`config.mk`:
```
export PLATFORM = sky130hd
export DESIGN_NAME = fp_add_sequencer
export DESIGN_NICKNAME = d
export VERILOG_FILES = /design/src/rtl/fp_add_sequencer.sv
export SDC_FILE = /design/constraint.sdc
export NUM_CORES = 1
export LEC_CHECK = 0
export BUFFER_PORTS_ARGS = -buffer_cell sky130_fd_sc_hd__buf_2
export CAP_MARGIN = 10
export CORE_MARGIN = 2
export CORE_UTILIZATION = 35
export CTS_BUF_LIST = sky130_fd_sc_hd__clkbuf_4 sky130_fd_sc_hd__clkbuf_8 sky130_fd_sc_hd__clkbuf_16
export CTS_CLUSTER_DIAMETER = 60
export DETAILED_ROUTE_END_ITERATION = 8
export GPL_TIMING_DRIVEN = 0
export HOLD_SLACK_MARGIN = 0.12
export SYNTH_ARGS = -nofsm -noshare
export SYNTH_HDL_FRONTEND = slang
export SYNTH_SLANG_ARGS = --single-unit
export TNS_END_PERCENT = 10
```
`constraint.sdc`:
```
create_clock -name clk -period 6.4 [get_ports clk]
set_input_delay 0.32 -clock clk [delete_from_list [all_inputs] [get_ports clk]]
set_output_delay 0.32 -clock clk [all_outputs]
set_load 0.05 [all_outputs]
```
`src/rtl/fp_add_sequencer.sv`:
```
// Multi-cycle IEEE-754 single-precision adder controller.
// The smaller operand is aligned one bit per cycle. The sum is then
// normalised one bit per cycle. Rounding is truncation and denormals
// are flushed to zero.
module fp_add_sequencer #(
    parameter int MAX_ALIGN = 25
) (
    input  logic        clk,
    input  logic        rst,
    input  logic        in_valid,
    output logic        in_ready,
    input  logic [31:0] a,
    input  logic [31:0] b,
    output logic        out_valid,
    input  logic        out_ready,
    output logic [31:0] result,
    output logic        ovf,
    output logic        invalid
);

    typedef enum logic [2:0] {
        S_IDLE    = 3'd0,
        S_COMPARE = 3'd1,
        S_ALIGN   = 3'd2,
        S_ADD     = 3'd3,
        S_NORM    = 3'd4,
        S_DONE    = 3'd5
    } state_t;

    localparam logic [7:0]  LP_MAX_ALIGN = 8'(MAX_ALIGN);
    localparam logic [31:0] LP_QNAN      = 32'h7FC0_0000;

    state_t      r_state, w_state_nxt;
    logic [31:0] r_a, w_a_nxt;
    logic [31:0] r_b, w_b_nxt;
    logic [23:0] r_big_mant, w_big_mant_nxt;
    logic [23:0] r_small_mant, w_small_mant_nxt;
    logic [24:0] r_sum, w_sum_nxt;
    logic [7:0]  r_shift_cnt, w_shift_cnt_nxt;
    logic [7:0]  r_exp, w_exp_nxt;
    logic        r_sign, w_sign_nxt;
    logic        r_eff_sub, w_eff_sub_nxt;
    logic [31:0] r_result, w_result_nxt;
    logic        r_ovf, w_ovf_nxt;
    logic        r_invalid, w_invalid_nxt;

    // Operand classification used in COMPARE. An exponent of 0 means a
    // zero or a denormal. Both are treated as zero, so the fraction and
    // the hidden bit are dropped.
    logic [7:0]  w_exp_a, w_exp_b;
    logic [22:0] w_frac_a, w_frac_b;
    logic [23:0] w_mant_a, w_mant_b;
    logic        w_frac_borrow;
    logic        w_a_big;
    logic [7:0]  w_exp_big, w_exp_small, w_exp_diff, w_shift_init;
    logic        w_special;
    logic [7:0]  w_exp_inc, w_exp_dec;
    logic [22:0] w_sum_shr_frac;

    assign w_exp_a  = r_a[30:23];
    assign w_exp_b  = r_b[30:23];
    assign w_frac_a = (w_exp_a == 8'd0) ? 23'd0 : r_a[22:0];
    assign w_frac_b = (w_exp_b == 8'd0) ? 23'd0 : r_b[22:0];
    assign w_mant_a = (w_exp_a == 8'd0) ? 24'd0 : {1'b1, r_a[22:0]};
    assign w_mant_b = (w_exp_b == 8'd0) ? 24'd0 : {1'b1, r_b[22:0]};

    // The borrow of fracA - fracB is set when B's fraction is larger.
    // When the magnitudes are equal there is no borrow, so A is selected.
    assign w_frac_borrow = 1'(({1'b0, w_frac_a} - {1'b0, w_frac_b}) >> 23);
    assign w_a_big       = (w_exp_a > w_exp_b) ||
                           ((w_exp_a == w_exp_b) && !w_frac_borrow);
    assign w_exp_big     = w_a_big ? w_exp_a : w_exp_b;
    assign w_exp_small   = w_a_big ? w_exp_b : w_exp_a;
    assign w_exp_diff    = w_exp_big - w_exp_small;
    assign w_shift_init  = (w_exp_diff >= LP_MAX_ALIGN) ? LP_MAX_ALIGN : w_exp_diff;
    assign w_special     = (w_exp_a == 8'hFF) || (w_exp_b == 8'hFF);

    assign w_exp_inc      = r_exp + 8'd1;
    assign w_exp_dec      = r_exp - 8'd1;
    assign w_sum_shr_frac = r_sum[23:1];

    // Next-state and datapath update. Every register holds its value by default.
    always_comb begin
        w_state_nxt      = r_state;
        w_a_nxt          = r_a;
        w_b_nxt          = r_b;
        w_big_mant_nxt   = r_big_mant;
        w_small_mant_nxt = r_small_mant;
        w_sum_nxt        = r_sum;
        w_shift_cnt_nxt  = r_shift_cnt;
        w_exp_nxt        = r_exp;
        w_sign_nxt       = r_sign;
        w_eff_sub_nxt    = r_eff_sub;
        w_result_nxt     = r_result;
        w_ovf_nxt        = r_ovf;
        w_invalid_nxt    = r_invalid;

        case (r_state)
            S_IDLE: begin
                if (in_valid) begin
                    w_a_nxt       = a;
                    w_b_nxt       = b;
                    w_ovf_nxt     = 1'b0;
                    w_invalid_nxt = 1'b0;
                    w_state_nxt   = S_COMPARE;
                end else begin
                    w_state_nxt   = S_IDLE;
                end
            end

            S_COMPARE: begin
                if (w_special) begin
                    w_result_nxt  = LP_QNAN;
                    w_invalid_nxt = 1'b1;
                    w_state_nxt   = S_DONE;
                end else begin
                    w_big_mant_nxt   = w_a_big ? w_mant_a : w_mant_b;
                    w_small_mant_nxt = w_a_big ? w_mant_b : w_mant_a;
                    w_exp_nxt        = w_exp_big;
                    w_sign_nxt       = w_a_big ? r_a[31] : r_b[31];
                    w_eff_sub_nxt    = r_a[31] ^ r_b[31];
                    w_shift_cnt_nxt  = w_shift_init;
                    if (w_shift_init != 8'd0) begin
                        w_state_nxt = S_ALIGN;
                    end else begin
                        w_state_nxt = S_ADD;
                    end
                end
            end

            S_ALIGN: begin
                w_small_mant_nxt = r_small_mant >> 1;
                w_shift_cnt_nxt  = r_shift_cnt - 8'd1;
                if (r_shift_cnt == 8'd1) begin
                    w_state_nxt = S_ADD;
                end else begin
                    w_state_nxt = S_ALIGN;
                end
            end

            S_ADD: begin
                // Because of how big and small were selected, the difference is never negative.
                if (r_eff_sub) begin
                    w_sum_nxt = {1'b0, r_big_mant} - {1'b0, r_small_mant};
                end else begin
                    w_sum_nxt = {1'b0, r_big_mant} + {1'b0, r_small_mant};
                end
                w_state_nxt = S_NORM;
            end

            S_NORM: begin
                if (r_sum[24]) begin
                    w_exp_nxt = w_exp_inc;
                    if (w_exp_inc == 8'hFF) begin
                        w_result_nxt = {r_sign, 8'hFF, 23'd0};
                        w_ovf_nxt    = 1'b1;
                    end else begin
                        w_result_nxt = {r_sign, w_exp_inc, w_sum_shr_frac};
                    end
                    w_state_nxt = S_DONE;
                end else if (r_sum == 25'd0) begin
                    w_result_nxt = 32'd0;
                    w_state_nxt  = S_DONE;
                end else if (r_sum[23]) begin
                    w_result_nxt = {r_sign, r_exp, r_sum[22:0]};
                    w_state_nxt  = S_DONE;
                end else begin
                    w_sum_nxt = {r_sum[23:0], 1'b0};
                    w_exp_nxt = w_exp_dec;
                    if (w_exp_dec == 8'd0) begin
                        w_result_nxt = {r_sign, 31'd0};
                        w_state_nxt  = S_DONE;
                    end else begin
                        w_state_nxt  = S_NORM;
                    end
                end
            end

            S_DONE: begin
                if (out_ready) begin
                    w_state_nxt = S_IDLE;
                end else begin
                    w_state_nxt = S_DONE;
                end
            end

            default: begin
                w_state_nxt = S_IDLE;
            end
        endcase
    end

    // State and datapath registers. Reset discards any operation in flight.
    always_ff @(posedge clk) begin
        if (rst) begin
            r_state      <= S_IDLE;
            r_a          <= 32'd0;
            r_b          <= 32'd0;
            r_big_mant   <= 24'd0;
            r_small_mant <= 24'd0;
            r_sum        <= 25'd0;
            r_shift_cnt  <= 8'd0;
            r_exp        <= 8'd0;
            r_sign       <= 1'b0;
            r_eff_sub    <= 1'b0;
            r_result     <= 32'd0;
            r_ovf        <= 1'b0;
            r_invalid    <= 1'b0;
        end else begin
            r_state      <= w_state_nxt;
            r_a          <= w_a_nxt;
            r_b          <= w_b_nxt;
            r_big_mant   <= w_big_mant_nxt;
            r_small_mant <= w_small_mant_nxt;
            r_sum        <= w_sum_nxt;
            r_shift_cnt  <= w_shift_cnt_nxt;
            r_exp        <= w_exp_nxt;
            r_sign       <= w_sign_nxt;
            r_eff_sub    <= w_eff_sub_nxt;
            r_result     <= w_result_nxt;
            r_ovf        <= w_ovf_nxt;
            r_invalid    <= w_invalid_nxt;
        end
    end

    assign in_ready  = (r_state == S_IDLE);
    assign out_valid = (r_state == S_DONE);
    assign result    = r_result;
    assign ovf       = r_ovf;
    assign invalid   = r_invalid;

endmodule

```
Word level (Yosys, flattened, before mapping)

Index checks and enable logic that the tools add are counted.

$add $sub $neg: 7
Magnitude comparators: 2
Shift-type cells: 0
Divide/modulo/power cells: 0
Reduce and logical (&&, ||, !) cells: 24
Bitwise gates (word level): 2
$mul: 0
Muxes and demuxes: 47
Equality and inequality tests: 21

Operator list:

| kind                                                                | number |
|---|---|
| 24-bit two-way mux                                                  | 7 |
| 32-bit two-way mux                                                  | 5 |
| 8-bit two-way mux                                                   | 8 |
| 32-bit case mux with 2 select lines                                 | 1 |
| 25-bit two-way mux                                                  | 2 |
| 25-bit case mux with 2 select lines                                 | 1 |
| 24-bit case mux with 2 select lines                                 | 1 |
| 23-bit two-way mux                                                  | 2 |
| 8-bit case mux with 2 select lines                                  | 2 |
| 31-bit two-way mux                                                  | 1 |
| 24-bit by 24-bit adder with 25-bit output                           | 1 |
| 25-bit logical NOT                                                  | 1 |
| 24-bit by 24-bit subtractor with 25-bit output                      | 1 |
| 8-bit equality test (second input constant)                         | 3 |
| 8-bit logical NOT                                                   | 3 |
| 23-bit by 23-bit subtractor with 24-bit output                      | 1 |
| 3-bit case mux with 6 select lines                                  | 1 |
| 2-bit != test (second input constant)                               | 8 |
| 8-bit by 1-bit subtractor with 8-bit output (second input constant) | 2 |
| 1-bit two-way mux                                                   | 12 |
| 4-bit AND reduction                                                 | 3 |
| 2-bit nonzero test                                                  | 5 |
| 3-bit AND reduction                                                 | 3 |
| 8-bit by 1-bit adder with 8-bit output (second input constant)      | 1 |
| other kinds (20)                                                    | 28 |

Output and inout port bits: 36
Flip-flop bits (word level): 192
Input bits: 68
Latch bits: 0
ROM bits: 0
Logic and storage cells: 118
Memory bits (writable): 0
Memories kept: 0

Depth between registers and ports, before layout

Gate-level depths: netlist (run 1).

Depth after elaboration: 14
Gate-level depth with buffers: 20
Depth with buffers taken out: 20

Worst setup path after synthesis (run 1)

OpenSTA, ideal clock, no wires.

Kind: reg-to-reg
Start point: register r_a[25]
End point: register r_shift_cnt[1]
Library setup time: 117 ps
Data required time: 6283 ps
Path slack: 1770 ps
Path buffers: 3
Stages on the path, launching flop included: 19
Arrival: 4513 ps
Period minus slack after synthesis: 4630 ps
Path through: dfxtp_1 -> buf_4 -> or4_4 -> or2_2 -> clkbuf_1 -> and2_1 -> ha_1 -> a21o_1 -> a21o_1 -> a2111oi_2 -> o211ai_4 -> o21ai_1 -> buf_2 -> mux2_1 -> a2111oi_2 -> o221ai_1 -> o2111ai_4 -> nor2_2 -> a32o_2

Longest elaborated chain between the ends: 12
Elaborated cells on any way between the ends: 19
Classes of those cells: add/sub: 2; order compare: 2; eq/ne: 3; mux: 6; reduce/logical: 6

Ends and longest elaborated chain:

| element                                        | RTL line | text |
|---|---|---|
| start, declared                                | 34       | `logic [31:0] r_a, w_a_nxt;` |
| start signal, assigned                         | 211      | `r_a <= w_a_nxt;` |
| 8-bit logical NOT                              | 62       | `assign w_frac_a = (w_exp_a == 8'd0) ? 23'd0 : r_a[22:0];` |
| 23-bit two-way mux                             | 62       |  |
| 23-bit by 23-bit subtractor with 24-bit output | 69       | `assign w_frac_borrow = 1'(({1'b0, w_frac_a} - {1'b0, w_frac_b}) >> 23);` |
| 1-bit logical NOT                              | 71       | `((w_exp_a == w_exp_b) && !w_frac_borrow);` |
| 1-bit logical AND                              | 71       |  |
| 1-bit logical OR                               | 70       | `assign w_a_big = (w_exp_a > w_exp_b) \|\|` |
| 8-bit two-way mux, on equally long branches    | 72, 73   |  |
| 8-bit subtractor                               | 74       | `assign w_exp_diff = w_exp_big - w_exp_small;` |
| 8-bit by 5-bit >= comparator with 1-bit output | 75       | `assign w_shift_init = (w_exp_diff >= LP_MAX_ALIGN) ? LP_MAX_ALIGN : w_exp_diff;` |
| 8-bit two-way mux                              | 75       |  |
| 8-bit two-way mux                              | 112      | `if (w_special) begin` |
| 8-bit case mux with 2 select lines             | 98       | `case (r_state)` |
| end signal, assigned                           | 216      | `r_shift_cnt <= w_shift_cnt_nxt;` |
| end, declared                                  | 39       | `logic [7:0] r_shift_cnt, w_shift_cnt_nxt;` |

Several ways; a longest one is shown, not always the timed one. The select of a mux whose other input is x is not followed.
A chain may end at the register's enable or synchronous reset.

Worst setup path after layout (run 1)

Start point: register r_a[27]
End point: register r_shift_cnt[0]

The elaborated chain is that of the path after synthesis.

==> out/metrics.cfg, run 1 <==
[status]
outcome=finished, final reports clean

[power]
p_switching_w=0.00180
vdd.ir_drop.worst_uv=240
sequentialPowerShare_pct=31.3
clkPwrFrac_pct=24.1
power.density_cell_area_nw_per_um2=319
power.static_leakage_nw=5.15
power_report.internal_total_w=0.00257
share_comb_of_total_power_pct=44.6
netSwitchingFraction_pct=41.1

[drt]
drtPass1Iterations=7
vias=11700
post-route-drc-count=0
totalWireLength_um=36200
drtIter0Drc=882
viasPerCell=5.36
ant_nets=0
dr_wl_cell_um=16.7

[timing]
post-route-min-period_ns=5.51
worst_pin_slew_ns=0.899
report.final.hold_viol_count=0
max-slew-margin-rel_pct=39.9
timing.final.setup_violations=0
unrepaired_setup_endpoints_after_global_routing=false
worst_slack_ns=0.890
totalNegativeSetupSlack_ns=0
post-route-period-util_pct=86.1
maxClockFrequency_mhz=182
clock_skew_ns=0.0151
slew_violations=0

[critical_path]
timing.critical_path.fanout_max=10
worstSetupEndpointType=flip-flop
worst_ep_required_time_ns=6.71
critical_path.cell_chain=or4_4 > or2_2 > clkbuf_1 > and2_1 > ha_1 > nand4_1 > nor4_1 > nand3_1 > o211ai_4 > o21ai_1 > mux2i_1 > ha_1 > and2_1 > o31ai_1 > a31o_1 > o2111ai_4 > o31ai_1 > a21oi_1
worstPathBufferInverterCount=1
crit_arrival_ns=5.82
rr_startpoint=r_a[27]
worst_setup_path_startpoint=r_a[27]
cp_peak_stage_delay_ns=0.59
timing.setup.critical_path_class=flip-flop to flip-flop
timing.critical_path.slowest_stage_cell=sky130_fd_sc_hd__or4_4
startpoint_type_of_the_worst_setup_path=flip-flop
critical_path.top_delay_family=simple AND/OR/NAND/NOR gates

[logic_synthesis]
mappedNetlistArea_um2=11500
synth_xor_xnor_area_share_pct=4.19
yosys.area_share.simple_pct=24.3
netlist_top_cells_area=sky130_fd_sc_hd__dfxtp_1 (33%), sky130_fd_sc_hd__nand2_1 (7.9%), sky130_fd_sc_hd__a21oi_1 (7.6%)
synthDominantCellAreaShare_pct=33.4
yosys.area.top_type=sky130_fd_sc_hd__dfxtp_1
synth-edff-count=0
syn_inst=1541
compound_gate_fraction_of_synth_area_pct=25.8
synth.yosys.seq_area_share_pct=33.4
netlist-cell-type-count=82
syn_nets=1672
avgSynthCellArea_um2=7.47
synth_adder_area_share_pct=6.92
ys_seq_elements=192
yosys_warnings=0
synth_mux_area_share_pct=0.631
combinational_family_with_the_most_area_after_synthesis=compound AO/OA/AOI/OAI gates
synth_top_flop_cell=sky130_fd_sc_hd__dfxtp_1
synth-async-reset-ratio_pct=0

[grt]
grt_use_total_pct=21.3
first_global_vias=10900
grt_pass1_wl_um=57500
globalRouteOverflowTotal=0
antenna_found_initial=0
largest_net_degree_at_the_start_of_global_routing=18

[die]
design.core.area_um2=32500
num_rows=66
die-area_um2=34300
starting_density_of_the_core_pct=35.5
dieWidth_um=185
pin_count=104
die_height_um=185

[clock_network]
cts_repair_resize_count=0
clk_pin_slew_worst_paths_ns=0.08
cts_root_buffer=sky130_fd_sc_hd__clkbuf_16
clkLatencyLatePin_ns=0.45
cts_tree=done
tritoncts.num_buffers=17
clock_tree_buf_depth=2
clock-sinks=192
h_tree_level_count=4

[worst_hold_path]
hold_path.startpoint=b[4]
min_path_type=input port to flip-flop

[layout]
fillers=3348
synthToLayoutAreaGrowth_pct=19.1
post_layout_util_pct=42.2
layout-drive-gt1-share_pct=9.64
antenna_cells=0
final_stage_net_count=1850

[place]
gp_routability_congestion=0.893
preCtsSetupSlack_ns=0.995
place.detailed.hpwl_um=28400
port-buffer-count=102

[flow_run]
max_cap_violations=0

[cell type report]
cell class | instances | area [um2] | share of cell area [%]
multi-input combinational | 1206 | 7110 | 51.9
sequential | 192 | 3840 | 28.0
timing repair buffer | 159 | 1080 | 7.89
tap | 442 | 553 | 4.03
clock buffer | 19 | 440 | 3.21
buffer | 109 | 425 | 3.10
clock inverter | 13 | 128 | 0.931
inverter | 34 | 128 | 0.931
[cell usage after synthesis (all sizes together) (5+ instances only)]
cell    instances
a211oi         35
a21o           12
a21oi         176
a221oi          9
a222oi         23
a22oi          26
a311oi          6
a31oi          16
and2           31
buf            16
clkbuf         93
dfxtp         192
ha             62
inv            34
mux2i           5
nand2         244
nand2b         10
nand3          30
nand4          13
nor2          183
nor2b          10
nor3           48
nor4           16
o211ai         10
o21a            6
o21ai          87
o21bai          6
o221ai          5
o31ai           7
or3            15
xnor2          41
xor2           14
[stage by stage]
stage               cells  cell area (um2)  total power (W)  hold WS, ns
global placement     2085            12600          0.00326        0.440
global route         2174            13700          0.00467        0.124
detailed placement   2085            12600          0.00329        0.443
CTS                  2172            13700          0.00436        0.120
floorplan            1541            11500          0.00280        0.432
finish               2174            13700          0.00437        0.145
[layer usage]
layer	global-route usage, %	share of wire (%)	up-vias
li1	-	-	5869
met1	29.4	49	5401
met2	33.5	43	349
met3	4.40	5.9	37
met4	5.84	2.1	0
met5	0	0	-
[sequential cells by signal (all words and copies together), names as in the netlist, 3 cells and up]
signal and flops:
r_state 3, r_big_mant 24, result 32, r_a 32, r_shift_cnt 8, r_sum 25, r_b 32, r_exp 8
r_small_mant 24
[worst paths after layout]
path / end / slack, ns / cells after the start
hold / removal: r_b[4] / 0.14 / 3
setup reg to reg: r_shift_cnt[0] / 0.89 / 18
setup / recovery: r_shift_cnt[0] / 0.89 / 18
hold reg to reg: r_a[15] / 0.45 / 2
[placed cells by master, fill, tap and decap left out, types with 23 or more instances in the layout]
| cell type | n |
|---|---|
| sky130_fd_sc_hd__nand2_1 | 243 |
| sky130_fd_sc_hd__dfxtp_1 | 192 |
| sky130_fd_sc_hd__nor2_1 | 181 |
| sky130_fd_sc_hd__a21oi_1 | 175 |
| sky130_fd_sc_hd__buf_2 | 106 |
| sky130_fd_sc_hd__clkbuf_1 | 93 |
| sky130_fd_sc_hd__o21ai_0 | 83 |
| sky130_fd_sc_hd__ha_1 | 62 |
| sky130_fd_sc_hd__dlygate4sd3_1 | 57 |
| sky130_fd_sc_hd__nor3_1 | 48 |
| sky130_fd_sc_hd__xnor2_1 | 41 |
| sky130_fd_sc_hd__inv_1 | 34 |
| sky130_fd_sc_hd__a211oi_1 | 34 |
| sky130_fd_sc_hd__and2_1 | 30 |
| sky130_fd_sc_hd__nand3_1 | 30 |
| sky130_fd_sc_hd__a22oi_1 | 26 |
| sky130_fd_sc_hd__a222oi_1 | 23 |
[cells by family after synthesis]
logic type | Yosys count
muxes | 7
adders and majority gates | 63
buffers and inverters | 143
xor gates and xnor gates | 55
DFF | 192
AOI/OAI and AO/OA | 457
and+or+nand+nor | 624
[timing repair]
item,in CTS,in global routing
hold endpoints to repair,55,2
buffers inserted,0,0
hold buffers,55,2
[power by group through the flow]
stage               Clock, W  Sequential, W  Combinational, W
global route         0.00112        0.00138           0.00216
finish               0.00106        0.00137           0.00195
floorplan                  0        0.00137           0.00143
detailed placement         0        0.00139           0.00190
CTS                  0.00107        0.00136           0.00193
global placement           0        0.00139           0.00188
[worst min-delay path, cell delays in order]
cell                      delay [ns]
sky130_fd_sc_hd__buf_2          0.10
sky130_fd_sc_hd__nand2_1        0.06
sky130_fd_sc_hd__a21oi_1        0.06
No activity file was read; power rests on OpenSTA's default activity.
==> run 2: changes to the inputs <==
--- a/config.mk
+++ b/config.mk
@@ -5,8 +5,9 @@
 export SDC_FILE = /design/constraint.sdc
 export NUM_CORES = 1
 export LEC_CHECK = 0
-export BUFFER_PORTS_ARGS = -buffer_cell sky130_fd_sc_hd__buf_2
+export BUFFER_PORTS_ARGS = -buffer_cell sky130_fd_sc_hd__buf_4
 export CAP_MARGIN = 10
+export CORE_ASPECT_RATIO = 1.1
 export CORE_MARGIN = 2
 export CORE_UTILIZATION = 35
 export CTS_BUF_LIST = sky130_fd_sc_hd__clkbuf_4 sky130_fd_sc_hd__clkbuf_8 sky130_fd_sc_hd__clkbuf_16
==> out/metrics.cfg, run 2 (synthesis results as in run 1) <==
[status]
outcome=finished, final reports clean

[critical_path]
r2r_end=r_shift_cnt[0]
rr_startpoint=r_a[27]
worst_r2r_path_depth=18  ; unchanged
worstSetupEndpointType=flip-flop
timing.setup.critical_path_class=flip-flop to flip-flop
crit_arrival_ns=5.94  ; +0.12 ns
timing.critical_path.fanout_max=10  ; unchanged
worst_ep_required_time_ns=6.71  ; about the same
slack_of_the_worst_reg_to_reg_path_ns=0.77  ; -0.12 ns
crit_end=r_shift_cnt[0]
cp_peak_stage_delay_ns=0.59  ; about the same
timing.critical_path.slowest_stage_cell=sky130_fd_sc_hd__or4_4
worst_setup_path_startpoint=r_a[27]
startpoint_type_of_the_worst_setup_path=flip-flop
critical_path.cell_chain=or4_4 > or2_2 > clkbuf_1 > and2_1 > ha_1 > nand4_1 > nor4_1 > nand3_1 > o211ai_4 > o21ai_1 > mux2i_1 > ha_1 > and2_1 > o31ai_1 > a31o_1 > o2111ai_4 > o31ai_1 > a21oi_1

[power]
power.static_leakage_nw=5.12  ; -0.59%
power.density_cell_area_nw_per_um2=320  ; +0.26%
vdd.ir_drop.worst_uv=212  ; -12%

[grt]
grt_pass1_wl_um=58300  ; +1.3%
globalRouteOverflowTotal=0  ; unchanged
antenna_found_initial=1  ; +1
grt_use_total_pct=21.0  ; -0.26 points
largest_net_degree_at_the_start_of_global_routing=20  ; +2
first_global_vias=11100  ; +1.2%

[layout]
layout.cells.most_common=sky130_fd_sc_hd__nand2_1
final_cell_mix=sky130_fd_sc_hd__nand2_1 (243), sky130_fd_sc_hd__dfxtp_1 (192), sky130_fd_sc_hd__nor2_1 (181), sky130_fd_sc_hd__a21oi_1 (175), sky130_fd_sc_hd__buf_4 (103)
antenna_cells=0  ; unchanged
layout-drive-gt1-share_pct=9.76  ; +0.12 points
synthToLayoutAreaGrowth_pct=19.4
final_stage_net_count=1829  ; -1.1%

[clock_network]
clock-sinks=192  ; unchanged
tritoncts.num_buffers=17  ; unchanged
h_tree_level_count=4  ; unchanged
cts_tree=done
clock_tree_buf_depth=2  ; unchanged
clkLatencyLatePin_ns=0.45  ; about the same
cts_repair_resize_count=0  ; unchanged
clk_pin_slew_worst_paths_ns=0.08  ; about the same
cts_root_buffer=sky130_fd_sc_hd__clkbuf_16

[die]
pin_count=104  ; unchanged
die-area_um2=34300  ; about the same
die_height_um=194  ; +4.8%
starting_density_of_the_core_pct=35.5  ; +0.086 points
design.core.area_um2=32400  ; -0.24%
dieWidth_um=177  ; -4.6%
num_rows=69  ; +4.5%

[timing]
unrepaired_setup_endpoints_after_global_routing=false
report.final.hold_viol_count=0  ; unchanged
maxClockFrequency_mhz=178  ; -2.2%
timing.final.setup_violations=0  ; unchanged
max-slew-margin-rel_pct=39.7  ; -0.17 points
post-route-min-period_ns=5.63  ; +0.122 ns
worst_pin_slew_ns=0.901  ; +0.00120 ns
worst_slack_ns=0.769  ; -0.122 ns
clock_skew_ns=0.0173  ; +0.00224 ns
totalNegativeSetupSlack_ns=0  ; unchanged
slew_violations=0  ; unchanged
finalHoldWorstSlack_ns=0.125  ; -0.0199 ns
post-route-period-util_pct=88.0  ; +1.9 points

[drt]
vias=11700  ; +0.30%
totalWireLength_um=36100  ; -0.27%
drtIter0Drc=1046  ; +19%
ant_nets=0  ; unchanged
drtPass1Iterations=6  ; -1
viasPerCell=5.47  ; +2.0%
dr_wl_cell_um=16.9  ; +1.5%
post-route-drc-count=0  ; unchanged

[place]
preCtsSetupSlack_ns=0.952  ; -0.0428 ns
place.detailed.hpwl_um=28300  ; -0.30%
gp_routability_congestion=0.895  ; +0.21%
port-buffer-count=102  ; unchanged

[worst_hold_path]
min_path_type=input port to flip-flop

[flow_run]
max_cap_violations=0  ; unchanged

-- run 2: cell count changes in the layout (fill, tap and decap cells not counted), sizes merged --
cell / change
bufinv: -1
clkbuf: -2
clkinvlp: -1
dlygate4sd3: -21
inv: +4
-- run 2: critical path, delay by kind of cell (launching register included) --
family | cells | cell delay, ns
compound gates | 7 | 1.61
flops | 1 | 0.41
mux | 1 | 0.23
buf+inv | 1 | 0.26
simple gates | 7 | 2.40
fa+ha+maj | 2 | 0.56
-- run 2: worst min path at each step --
stage          cells after the start      end     from  slack, ns
2_1_floorplan                      2  r_a[10]  r_a[10]       0.43
3_3_place_gp                       2  r_a[16]  r_a[16]       0.44
3_5_place_dp                       2  r_a[21]  r_a[21]       0.44
4_1_cts                            3  r_a[22]    a[22]       0.12
5_1_grt                            3  r_b[10]    b[10]       0.13
6_report                           3   r_a[1]     a[1]       0.12
-- run 2: power by group --
part / internal, W / total [W] / switching [W]
registers: 0.00128 / 0.00137 / 0.0000816
clock network: 0.000518 / 0.00105 / 0.000533
logic: 0.000741 / 0.00197 / 0.00123
total: 0.00254 / 0.00439 / 0.00185
-- run 2: what timing repair did --
action | CTS | global route
setup endpoints to repair | 0 | 0
setup buffers | 0 | 0
hold buffers | 36 | 0
hold endpoints to repair | 36 | 0
-- run 2: stage by stage --
stage / instance area, um2 / util, % / instances / total power, W
after floorplan: 11500 / - / 1541 / 0.00280
after global placement: 12800 / 39.6 / 2069 / 0.00329
after detailed placement: 12800 / 39.6 / 2069 / 0.00332
after CTS: 13700 / 42.4 / 2137 / 0.00438
after global routing: 13700 / 42.4 / 2137 / 0.00468
final: 13700 / 42.4 / 2137 / 0.00439
-- run 2: layout make-up --
cell class | count | area, um2
plain buffers | 109 | 425
multi-input cells | 1206 | 7110
clock buffers | 17 | 425
fillers | 3420 | 18600
repair buffers | 138 | 1130
clock inverters | 15 | 143
well taps | 426 | 533
flip-flops and latches | 192 | 3840
inverters | 34 | 128
-- run 2: metal layers --
layer	vias up	share of wire, %	GRT usage, %
li1	5832	-	-
met2	358	45	33.9
met5	-	0.033	0
met1	5447	47	29.5
met3	52	5.4	2.49
met4	2	2.1	5.88
==> run 3: changes to the inputs <==
--- a/config.mk
+++ b/config.mk
@@ -15,6 +15,8 @@
 export DETAILED_ROUTE_END_ITERATION = 8
 export GPL_TIMING_DRIVEN = 0
 export HOLD_SLACK_MARGIN = 0.12
+export PLACE_DENSITY_LB_ADDON = 0.3
+export SLEW_MARGIN = 5
 export SYNTH_ARGS = -nofsm -noshare
 export SYNTH_HDL_FRONTEND = slang
 export SYNTH_SLANG_ARGS = --single-unit
==> constraint.sdc (replaced) <==
create_clock -name clk -period 5.07 [get_ports clk]
set_input_delay 0.2535 -clock clk [delete_from_list [all_inputs] [get_ports clk]]
set_output_delay 0.2535 -clock clk [all_outputs]
set_load 0.05 [all_outputs]
==> out/metrics.cfg, run 3 (synthesis results as in run 1) <==
[status]
outcome=finished, final reports clean

[drt]
dr_wl_cell_um=17.1  ; +1.3%
drtPass1Iterations=6  ; unchanged
viasPerCell=5.48  ; +0.13%
totalWireLength_um=37200  ; +3.0%
drtIter0Drc=957  ; -8.5%
vias=11900  ; +1.8%
ant_nets=0  ; unchanged
post-route-drc-count=0  ; unchanged

[clock_network]
cts_tree=done
cts_root_buffer=sky130_fd_sc_hd__clkbuf_16
clkLatencyLatePin_ns=0.45  ; about the same
clock-sinks=192  ; unchanged
tritoncts.num_buffers=17  ; unchanged
h_tree_level_count=4  ; unchanged
clk_pin_slew_worst_paths_ns=0.08  ; about the same
clock_tree_buf_depth=2  ; unchanged

[place]
gp_routability_congestion=0.890  ; -0.60%
place.detailed.hpwl_um=28200  ; -0.47%
port-buffer-count=102  ; unchanged
preCtsSetupSlack_ns=-0.403  ; -1.36 ns

[layout]
layout.cells.most_common=sky130_fd_sc_hd__nand2_1
final_stage_net_count=1866  ; +2.0%
multiInputGateArea_um2=7350  ; +3.4%
layout-drive-gt1-share_pct=11.9  ; +2.1 points
fillers=3264  ; -4.6%
antenna_cells=0  ; unchanged
seq_area_um2=3840  ; unchanged
final_cell_mix=sky130_fd_sc_hd__nand2_1 (243), sky130_fd_sc_hd__dfxtp_1 (192), sky130_fd_sc_hd__nor2_1 (180), sky130_fd_sc_hd__a21oi_1 (174), sky130_fd_sc_hd__buf_4 (112)
synthToLayoutAreaGrowth_pct=24.9
post_layout_util_pct=44.4  ; +2.0 points

[grt]
grt_use_total_pct=21.4  ; +0.37 points
largest_net_degree_at_the_start_of_global_routing=19  ; -5.0%
first_global_vias=11200  ; +1.2%
grt_pass1_wl_um=59000  ; +1.3%
globalRouteOverflowTotal=0  ; unchanged
antenna_found_initial=0  ; -1

[critical_path]
crit_end=r_shift_cnt[0]
slack_of_the_worst_reg_to_reg_path_ns=0.13  ; -0.64 ns
worst_ep_required_time_ns=5.37  ; -1.34 ns
timing.setup.critical_path_class=flip-flop to flip-flop
crit_arrival_ns=5.24  ; -0.70 ns
timing.critical_path.slowest_stage_cell=sky130_fd_sc_hd__or4_4
critical_path.cell_chain=or4_4 > or2_4 > buf_4 > and2_4 > ha_4 > nand4_1 > nor4_4 > nand3_2 > o211ai_4 > buf_6 > o21a_4 > buf_8 > o22ai_1 > or3_1 > a21boi_2 > o2111ai_4 > o31ai_2 > a21oi_1
worst_r2r_path_depth=18  ; unchanged
cp_peak_stage_delay_ns=0.59  ; about the same
worstSetupEndpointType=flip-flop
startpoint_type_of_the_worst_setup_path=flip-flop
r2r_end=r_shift_cnt[0]
rr_startpoint=r_a[27]
timing.critical_path.fanout_max=10  ; unchanged
worst_setup_path_startpoint=r_a[27]

[timing]
post-route-min-period_ns=4.94  ; -0.691 ns
report.final.hold_viol_count=0  ; unchanged
slew_violations=0  ; unchanged
totalNegativeSetupSlack_ns=0  ; unchanged
finalHoldWorstSlack_ns=0.128  ; +0.00274 ns
timing.final.setup_violations=0  ; unchanged
worst_slack_ns=0.130  ; -0.639 ns
maxClockFrequency_mhz=202  ; +14%
max-slew-margin-rel_pct=39.3  ; -0.49 points
post-route-period-util_pct=97.4  ; +9.4 points
worst_pin_slew_ns=0.909  ; +0.00868 ns
clock_skew_ns=0.0166  ; -0.000707 ns

[worst_hold_path]
min_path_type=input port to flip-flop

[die]
pin_count=104  ; unchanged
die_height_um=194  ; unchanged
design.core.area_um2=32400  ; unchanged
dieWidth_um=177  ; unchanged
starting_density_of_the_core_pct=35.5  ; unchanged
num_rows=69  ; unchanged
die-area_um2=34300  ; unchanged

[flow_run]
max_cap_violations=0  ; unchanged

[power]
vdd.ir_drop.worst_uv=251  ; +19%
power.static_leakage_nw=5.33  ; +4.2%
power.density_cell_area_nw_per_um2=403  ; +26%

-- run 3: changes by cell type in the layout (fill, tap and decap cells not counted), moves of 3 or more --
cell / previous run / this run
sky130_fd_sc_hd__and2_1: 30 / 25
sky130_fd_sc_hd__and2_4: 0 / 5
sky130_fd_sc_hd__buf_4: 103 / 112
sky130_fd_sc_hd__clkbuf_1: 93 / 89
sky130_fd_sc_hd__clkbuf_2: 0 / 3
sky130_fd_sc_hd__dlygate4sd3_1: 36 / 63
sky130_fd_sc_hd__ha_1: 62 / 58
sky130_fd_sc_hd__ha_4: 0 / 4
sky130_fd_sc_hd__o31ai_1: 5 / 2
-- run 3: worst min path at each step --
stage               from          to  slack [ns]  cells past startpoint
2_1_floorplan      a[10]     r_a[10]        0.39                      2
3_3_place_gp     r_a[16]     r_a[16]        0.44                      2
3_5_place_dp     r_a[16]     r_a[16]        0.44                      2
4_1_cts        out_ready  r_state[2]        0.13                      4
5_1_grt            b[31]     r_b[31]        0.13                      3
6_report           b[31]     r_b[31]        0.13                      3
-- run 3: metal layers --
metal | wire, um | part of all wire [%] | GRT usage [%]
met5 | 0 | 0 | 0
met4 | 693 | 1.9 | 6.49
met3 | 2070 | 5.6 | 2.65
met2 | 17200 | 46 | 34.6
met1 | 17300 | 46 | 29.6
-- run 3: stage by stage --
stage                     std cells  power, W  cell area, um2
after floorplan                1541   0.00354           11500
after global placement         2069   0.00414           12800
after detailed placement       2069   0.00418           12800
after CTS                      2168   0.00566           14100
after global routing           2173   0.00616           14400
final                          2173   0.00580           14400
-- run 3: power breakdown --
| group | total (W) | leakage (nW) | switching, W | internal (W) |
|---|---|---|---|---|
| clock network | 0.00140 | 0.282 | 0.000687 | 0.000710 |
| logic | 0.00268 | 3.49 | 0.00163 | 0.00105 |
| registers | 0.00172 | 1.56 | 0.000103 | 0.00162 |
-- run 3: what timing repair did --
| action | CTS | global route |
|---|---|---|
| setup endpoints to repair | 33 | 30 |
| gates resized for setup | 14 | 39 |
| hold endpoints to repair | 63 | 0 |
| setup buffers | 5 | 5 |
| hold buffers | 63 | 0 |
| pin swaps | 4 | 18 |
-- run 3: worst max-delay path: cells and delay by family (launching register included) --
kind / cells / cell delay (ns)
compound gates: 7 / 1.34
flops: 1 / 0.40
buf+inv: 3 / 0.50
fa+ha+maj: 1 / 0.28
simple gates: 7 / 2.25
-- run 3: layout make-up --
| cell class | instances | area share (%) |
|---|---|---|
| plain buffers | 109 | 3.08 |
| repair buffers | 175 | 10.3 |
| clock inverters | 13 | 1.03 |
| well taps | 426 | 3.71 |
| inverters | 34 | 0.888 |
| flip-flops and latches | 192 | 26.7 |
| clock buffers | 18 | 3.05 |
| multi-input cells | 1206 | 51.2 |
